--- src/rtl/sprite_frame_animator.sv ---
// Per-tank sprite animator: decodes one player's movement keys from a keycode bus,
// latches facing direction and steps a loop or ping-pong frame index while moving.
module sprite_frame_animator #(
    parameter int          NUM_FRAMES = 2,
    parameter int          FRAME_W    = 1,
    parameter int          HOLD_TICKS = 1,
    parameter int          NUM_KEYS   = 4,
    parameter int          PINGPONG   = 0,
    parameter int          IDLE_RESET = 1,
    parameter logic [7:0]  KEY_UP     = 8'h1A,
    parameter logic [7:0]  KEY_LEFT   = 8'h04,
    parameter logic [7:0]  KEY_DOWN   = 8'h16,
    parameter logic [7:0]  KEY_RIGHT  = 8'h07
) (
    input  logic                    animator_clock,
    input  logic                    animator_reset_n,
    input  logic                    frame_tick,
    input  logic                    enable,
    input  logic [8*NUM_KEYS-1:0]   keycode_bus,
    output logic [FRAME_W-1:0]      frame_idx,
    output logic                    moving,
    output logic [1:0]              direction,
    output logic                    wrap_pulse
);

    localparam int                 HOLD_W     = (HOLD_TICKS > 1) ? $clog2(HOLD_TICKS) : 1;
    localparam logic [HOLD_W-1:0]  HOLD_LAST  = HOLD_W'(HOLD_TICKS - 1);
    localparam logic [FRAME_W-1:0] LAST_FRAME = FRAME_W'(NUM_FRAMES - 1);
    localparam logic [FRAME_W-1:0] FRAME_ZERO = {FRAME_W{1'b0}};
    localparam logic [FRAME_W-1:0] FRAME_ONE  = FRAME_W'(1);

    typedef enum logic [0:0] {
        ST_IDLE   = 1'b0,
        ST_MOVING = 1'b1
    } state_t;

    state_t             state_q, state_d;
    logic [FRAME_W-1:0] frame_q, frame_d;
    logic [HOLD_W-1:0]  hold_q,  hold_d;
    logic [1:0]         dir_q,   dir_d;
    logic               sense_q, sense_d;   // 0 = counting up, 1 = counting down
    logic               wrap_q,  wrap_d;

    logic               key_up_s, key_left_s, key_down_s, key_right_s, any_key_s;
    logic [1:0]         dir_key_s;
    logic [FRAME_W-1:0] frame_step_s;
    logic               sense_step_s, wrap_step_s, go_down_s;

    // Key decode: a key counts as held if any slot carries its code.
    always_comb begin
        key_up_s    = 1'b0;
        key_left_s  = 1'b0;
        key_down_s  = 1'b0;
        key_right_s = 1'b0;
        for (int k = 0; k < NUM_KEYS; k++) begin
            if (keycode_bus[8*k +: 8] == KEY_UP) begin
                key_up_s = 1'b1;
            end else begin
                key_up_s = key_up_s;
            end
            if (keycode_bus[8*k +: 8] == KEY_LEFT) begin
                key_left_s = 1'b1;
            end else begin
                key_left_s = key_left_s;
            end
            if (keycode_bus[8*k +: 8] == KEY_DOWN) begin
                key_down_s = 1'b1;
            end else begin
                key_down_s = key_down_s;
            end
            if (keycode_bus[8*k +: 8] == KEY_RIGHT) begin
                key_right_s = 1'b1;
            end else begin
                key_right_s = key_right_s;
            end
        end
        any_key_s = key_up_s | key_left_s | key_down_s | key_right_s;
    end

    // Facing priority: up beats left beats down beats right.
    always_comb begin
        dir_key_s = dir_q;
        if (key_up_s) begin
            dir_key_s = 2'b00;
        end else if (key_left_s) begin
            dir_key_s = 2'b01;
        end else if (key_down_s) begin
            dir_key_s = 2'b10;
        end else if (key_right_s) begin
            dir_key_s = 2'b11;
        end else begin
            dir_key_s = dir_q;
        end
    end

    // Candidate next frame if this edge advances the animation.
    always_comb begin
        frame_step_s = frame_q;
        sense_step_s = sense_q;
        wrap_step_s  = 1'b0;
        go_down_s    = 1'b0;
        if (NUM_FRAMES <= 1) begin
            frame_step_s = FRAME_ZERO;
            sense_step_s = 1'b0;
        end else if (PINGPONG == 0) begin
            if (frame_q >= LAST_FRAME) begin
                frame_step_s = FRAME_ZERO;
                wrap_step_s  = 1'b1;
            end else begin
                frame_step_s = frame_q + FRAME_ONE;
            end
        end else begin
            // The end frames flip the sense so each is shown once per bounce.
            go_down_s = (sense_q && (frame_q != FRAME_ZERO)) || (frame_q >= LAST_FRAME);
            if (go_down_s) begin
                frame_step_s = frame_q - FRAME_ONE;
            end else begin
                frame_step_s = frame_q + FRAME_ONE;
            end
            if (frame_step_s == LAST_FRAME) begin
                sense_step_s = 1'b1;
            end else if (frame_step_s == FRAME_ZERO) begin
                sense_step_s = 1'b0;
            end else begin
                sense_step_s = go_down_s;
            end
            wrap_step_s = (frame_step_s == FRAME_ZERO);
        end
    end

    // Next-state: FSM, hold counter, frame stepping and idle handling.
    always_comb begin
        state_d = state_q;
        frame_d = frame_q;
        hold_d  = hold_q;
        dir_d   = dir_q;
        sense_d = sense_q;
        wrap_d  = 1'b0;
        if (enable) begin
            if (any_key_s) begin
                state_d = ST_MOVING;
                dir_d   = dir_key_s;
            end else begin
                state_d = ST_IDLE;
                dir_d   = dir_q;
            end
            if (frame_tick && (state_q == ST_MOVING)) begin
                if (hold_q >= HOLD_LAST) begin
                    hold_d  = {HOLD_W{1'b0}};
                    frame_d = frame_step_s;
                    sense_d = sense_step_s;
                    wrap_d  = wrap_step_s;
                end else begin
                    hold_d  = hold_q + HOLD_W'(1);
                end
            end else begin
                hold_d = hold_q;
            end
            // Leaving MOVING: an idle reset overrides any advance on the same edge.
            if ((state_q == ST_MOVING) && !any_key_s) begin
                hold_d = {HOLD_W{1'b0}};
                if (IDLE_RESET != 0) begin
                    frame_d = FRAME_ZERO;
                    sense_d = 1'b0;
                    wrap_d  = 1'b0;
                end else begin
                    frame_d = frame_d;
                end
            end else begin
                hold_d = hold_d;
            end
        end else begin
            wrap_d = 1'b0;
        end
    end

    // State registers with synchronous active-low reset.
    always_ff @(posedge animator_clock) begin
        if (!animator_reset_n) begin
            state_q <= ST_IDLE;
            frame_q <= FRAME_ZERO;
            hold_q  <= {HOLD_W{1'b0}};
            dir_q   <= 2'b00;
            sense_q <= 1'b0;
            wrap_q  <= 1'b0;
        end else begin
            state_q <= state_d;
            frame_q <= frame_d;
            hold_q  <= hold_d;
            dir_q   <= dir_d;
            sense_q <= sense_d;
            wrap_q  <= wrap_d;
        end
    end

    assign frame_idx  = frame_q;
    assign moving     = (state_q == ST_MOVING);
    assign direction  = dir_q;
    assign wrap_pulse = wrap_q;

endmodule

--- config.mk ---
export PLATFORM = sky130hd
export DESIGN_NAME = sprite_frame_animator
export DESIGN_NICKNAME = d
export VERILOG_FILES = /design/src/rtl/sprite_frame_animator.sv
export SDC_FILE = /design/constraint.sdc
export NUM_CORES = 1
export LEC_CHECK = 0
export ABC_CLOCK_PERIOD_IN_PS = 4200
export BUFFER_PORTS_ARGS = -buffer_cell sky130_fd_sc_hd__buf_4
export CORE_MARGIN = 8
export CORE_UTILIZATION = 40
export CTS_BUF_LIST = sky130_fd_sc_hd__clkbuf_4
export DETAILED_ROUTE_END_ITERATION = 6
export PLACE_DENSITY = 0.9
export SYNTH_ARGS = -nofsm -noshare
export SYNTH_HDL_FRONTEND = slang
export SYNTH_SLANG_ARGS = --single-unit
--- constraint.sdc ---
create_clock -name animator_clock -period 4.2 [get_ports animator_clock]
set_input_delay 0.63 -clock animator_clock [delete_from_list [all_inputs] [get_ports animator_clock]]
set_output_delay 0.63 -clock animator_clock [all_outputs]
set_load 0.03 [all_outputs]
==> results.yml <==
run_status:
  status: "complete, no violations"
setup_path:
  reg2regPathDepth: 4
  cp-startpoint: "keycode_bus[26]"
  crit_buf_inv: 1
  rrSetupSlack_ns: 3.12
  crit_type: "input pin to flop"
  arrival_ns: 2.04
  path_cells: "buf_4 -> nor3b_1 -> nand3_1 -> nand4_1 -> o41ai_4 -> mux2_1"
  reg2reg_from: "moving$_SDFFE_PN0P_"
  cp_top_family: "simple AND/OR/NAND/NOR gates"
  r2r_end: "frame_idx$_SDFFE_PN0P_"
  cpPeakStageDelay_ns: 0.44
  critPathCapture: "direction[0]$_SDFFE_PN0P_"
  critPathRequiredTime_ns: 4.33
  crit_fanout: 4
  cp-start-kind: "input pin"
  critPathSlowestCell: "o41ai_4"
  worstSetupEndpointType: "flop"
  path_depth: 6
power_and_ir_drop:
  p_per_area_nw_per_um2: 180.7
  power_uw: 162.8
  vdd_drop_max_mv: 0.1433
  p_leak_uw: 0.0004054
sta:
  fin_crit_sh_pct: 45.30
  fin_tns_setup_ns: 0
  rsz0062_at_grt: "no"
  worst_hold_slack_ns: 0.4910
  max_slew_margin_pct: 70.16
  skew_ns: 0.009111
  hold_violations: 0
  drv_slew: 0
  setup_viol: 0
  tightest_slew_ns: 0.4435
  fin_crit_ns: 1.903
  fmax_ghz: 0.5256
finish:
  area_delta_synth_final_pct: 63.27
  fin_area_sq_um: 900.9
  drive_gt1_share_pct: 45.54
  diodes: 0
  nets: 149
clock_tree:
  cts_hold_buf: 0
  cts_resized: 0
  clkSlewWorstSetupHoldPaths_ns: 0.05
  root_buffer: "clkbuf_4"
  cts_max_path_buffers: 2
  clk-insertion-delay-late_ns: 0.25
  cts_tree: "done"
  numCtsBuffers: 3
  numClockSinks: 5
  postCtsSetupRepairBufs: 0
  h-tree-depth: 1
synthesis:
  syn_area_sq_um: 551.8
  seq_area_frac_synth_pct: 18.14
  synthesis.nets: 104
  ys_ff_latch: 5
  synth_top_family_by_area: "simple AND/OR/NAND/NOR gates"
  postSynthCellCount: 68
  async_flop_share_pct: 0
  synthSimpleGateAreaFrac_pct: 61.68
  synthMuxAreaShare_pct: 2.041
  synthFlopType: "dfxtp_1"
  synth-compound-area-share_pct: 17.46
  synth_fa_ha_area_share_pct: 0
  synth_cell_types: 31
  synth-xor-area-share_pct: 0
  synth_area_per_cell_sq_um: 8.114
  ys_warn_count: 0
  synth-edff-count: 0
floorplanning:
  die_area_sq_um: 2824
  die_w_microns: 53.14
  start_util_pct: 42.40
  std_cell_rows: 13
  io_pins: 41
  core-area_sq_um: 1301
  fp.dieH_microns: 53.14
run:
  maxCapViolations: 0
global_route:
  grt_pass1_vias: 786
  grt_max_degree: 8
  grt_pass1_wl_microns: 3153
  grt.total_usage_pct: 14.30
  antenna_found_initial: 0
  grt.overflow.total: 0
route:
  vias: 735
  wirelength_microns: 1982
  first_iter_violations: 16
  ant_nets: 0
  vias_per_cell: 5.787
  wl_per_cell_microns: 15.61
  drc: 0
  drtPass1Iterations: 4
placed_design:
  port_buffers: 40
  place_congestion: 0.8398
  placement.cell_area_sq_um: 870.8
  dp_hpwl_microns: 1769
hold_path:
  min_path_cells: 2
  holdCritPathClass: "flop to flop"
  holdCritStartpoint: "moving$_SDFFE_PN0P_"
==> cells in the mapped netlist, types with 2 or more instances <==
cell | number | area share (%)
and2_1 | 3 | 3.4
dfxtp_1 | 5 | 18
nand3_1 | 4 | 3.6
nand4_1 | 12 | 14
nor2_1 | 5 | 3.4
nor2b_1 | 6 | 6.8
nor3_1 | 3 | 2.7
nor3b_1 | 2 | 2.7
nor4_1 | 6 | 6.8
==> layout make-up <==
type | instances | area [sq um]
fill | 113 | 400.4
sequential | 5 | 100.1
timing repair buffer | 40 | 300.3
inverter | 1 | 3.754
tap | 15 | 18.77
clock buffer | 4 | 30.03
multi-input combinational | 62 | 447.9
==> per-layer routing <==
metal | track usage [%] | vias to the layer above | share of wire, %
li1 | - | 373 | -
met1 | 13.54 | 334 | 37
met2 | 27.15 | 26 | 55
met3 | 6.162 | 2 | 6.9
met4 | 3.782 | 0 | 0.96
met5 | 0 | - | 0
==> registers in the layout (all words and copies together) (netlist names) <==
name	cells
direction	2
frame_idx	1
moving	1
wrap_pulse	1
==> worst min-delay path by stage <==
stage                                end  slack [ns]
2_1_floorplan        moving$_SDFFE_PN0P_        0.60
5_1_grt        direction[1]$_SDFFE_PN0P_        0.52
6_report             moving$_SDFFE_PN0P_        0.49
4_1_cts              moving$_SDFFE_PN0P_        0.49
3_3_place_gp       wrap_pulse$_SDFF_PP0_        0.48
3_5_place_dp         moving$_SDFFE_PN0P_        0.49
==> report_power, final <==
part / switching [uW] / internal, uW
Combinational: 21.1 / 29.4
Clock: 21.1 / 42.5
Sequential: 0.403 / 48.3
Total: 42.7 / 120
==> kinds of logic (layout without fill, tap and decap cells) <==
family,after synthesis,in the layout
buffers and inverters,1,45
muxes,1,1
AOI/OAI and AO/OA,9,9
and+or+nand+nor,52,52
DFF,5,5
==> worst min-delay path: cells and delay by family (launching register included) <==
kind	cells	cell delay, ns
DFF	1	0.32
and+or+nand+nor	1	0.07
AOI/OAI and AO/OA	1	0.06
==> metrics by stage <==
step,utilization [%],worst slack (ns),cells
2_1_floorplan,-,2.289,68
3_3_place_gp,66.92,2.122,123
3_5_place_dp,66.92,2.056,123
4_1_cts,69.23,2.315,127
5_1_grt,69.23,2.230,127
6_report,69.23,2.297,127
==> placed cells by master, fill, tap and decap left out, types with 2 or more instances in the layout <==
master and count:
and2_1 3, buf_4 40, clkbuf_4 4, dfxtp_1 5
nand3_1 4, nand4_1 12, nor2_1 5, nor2b_1 6
nor3_1 3, nor3b_1 2, nor4_1 6
No activity file was read; power rests on OpenSTA's default activity.
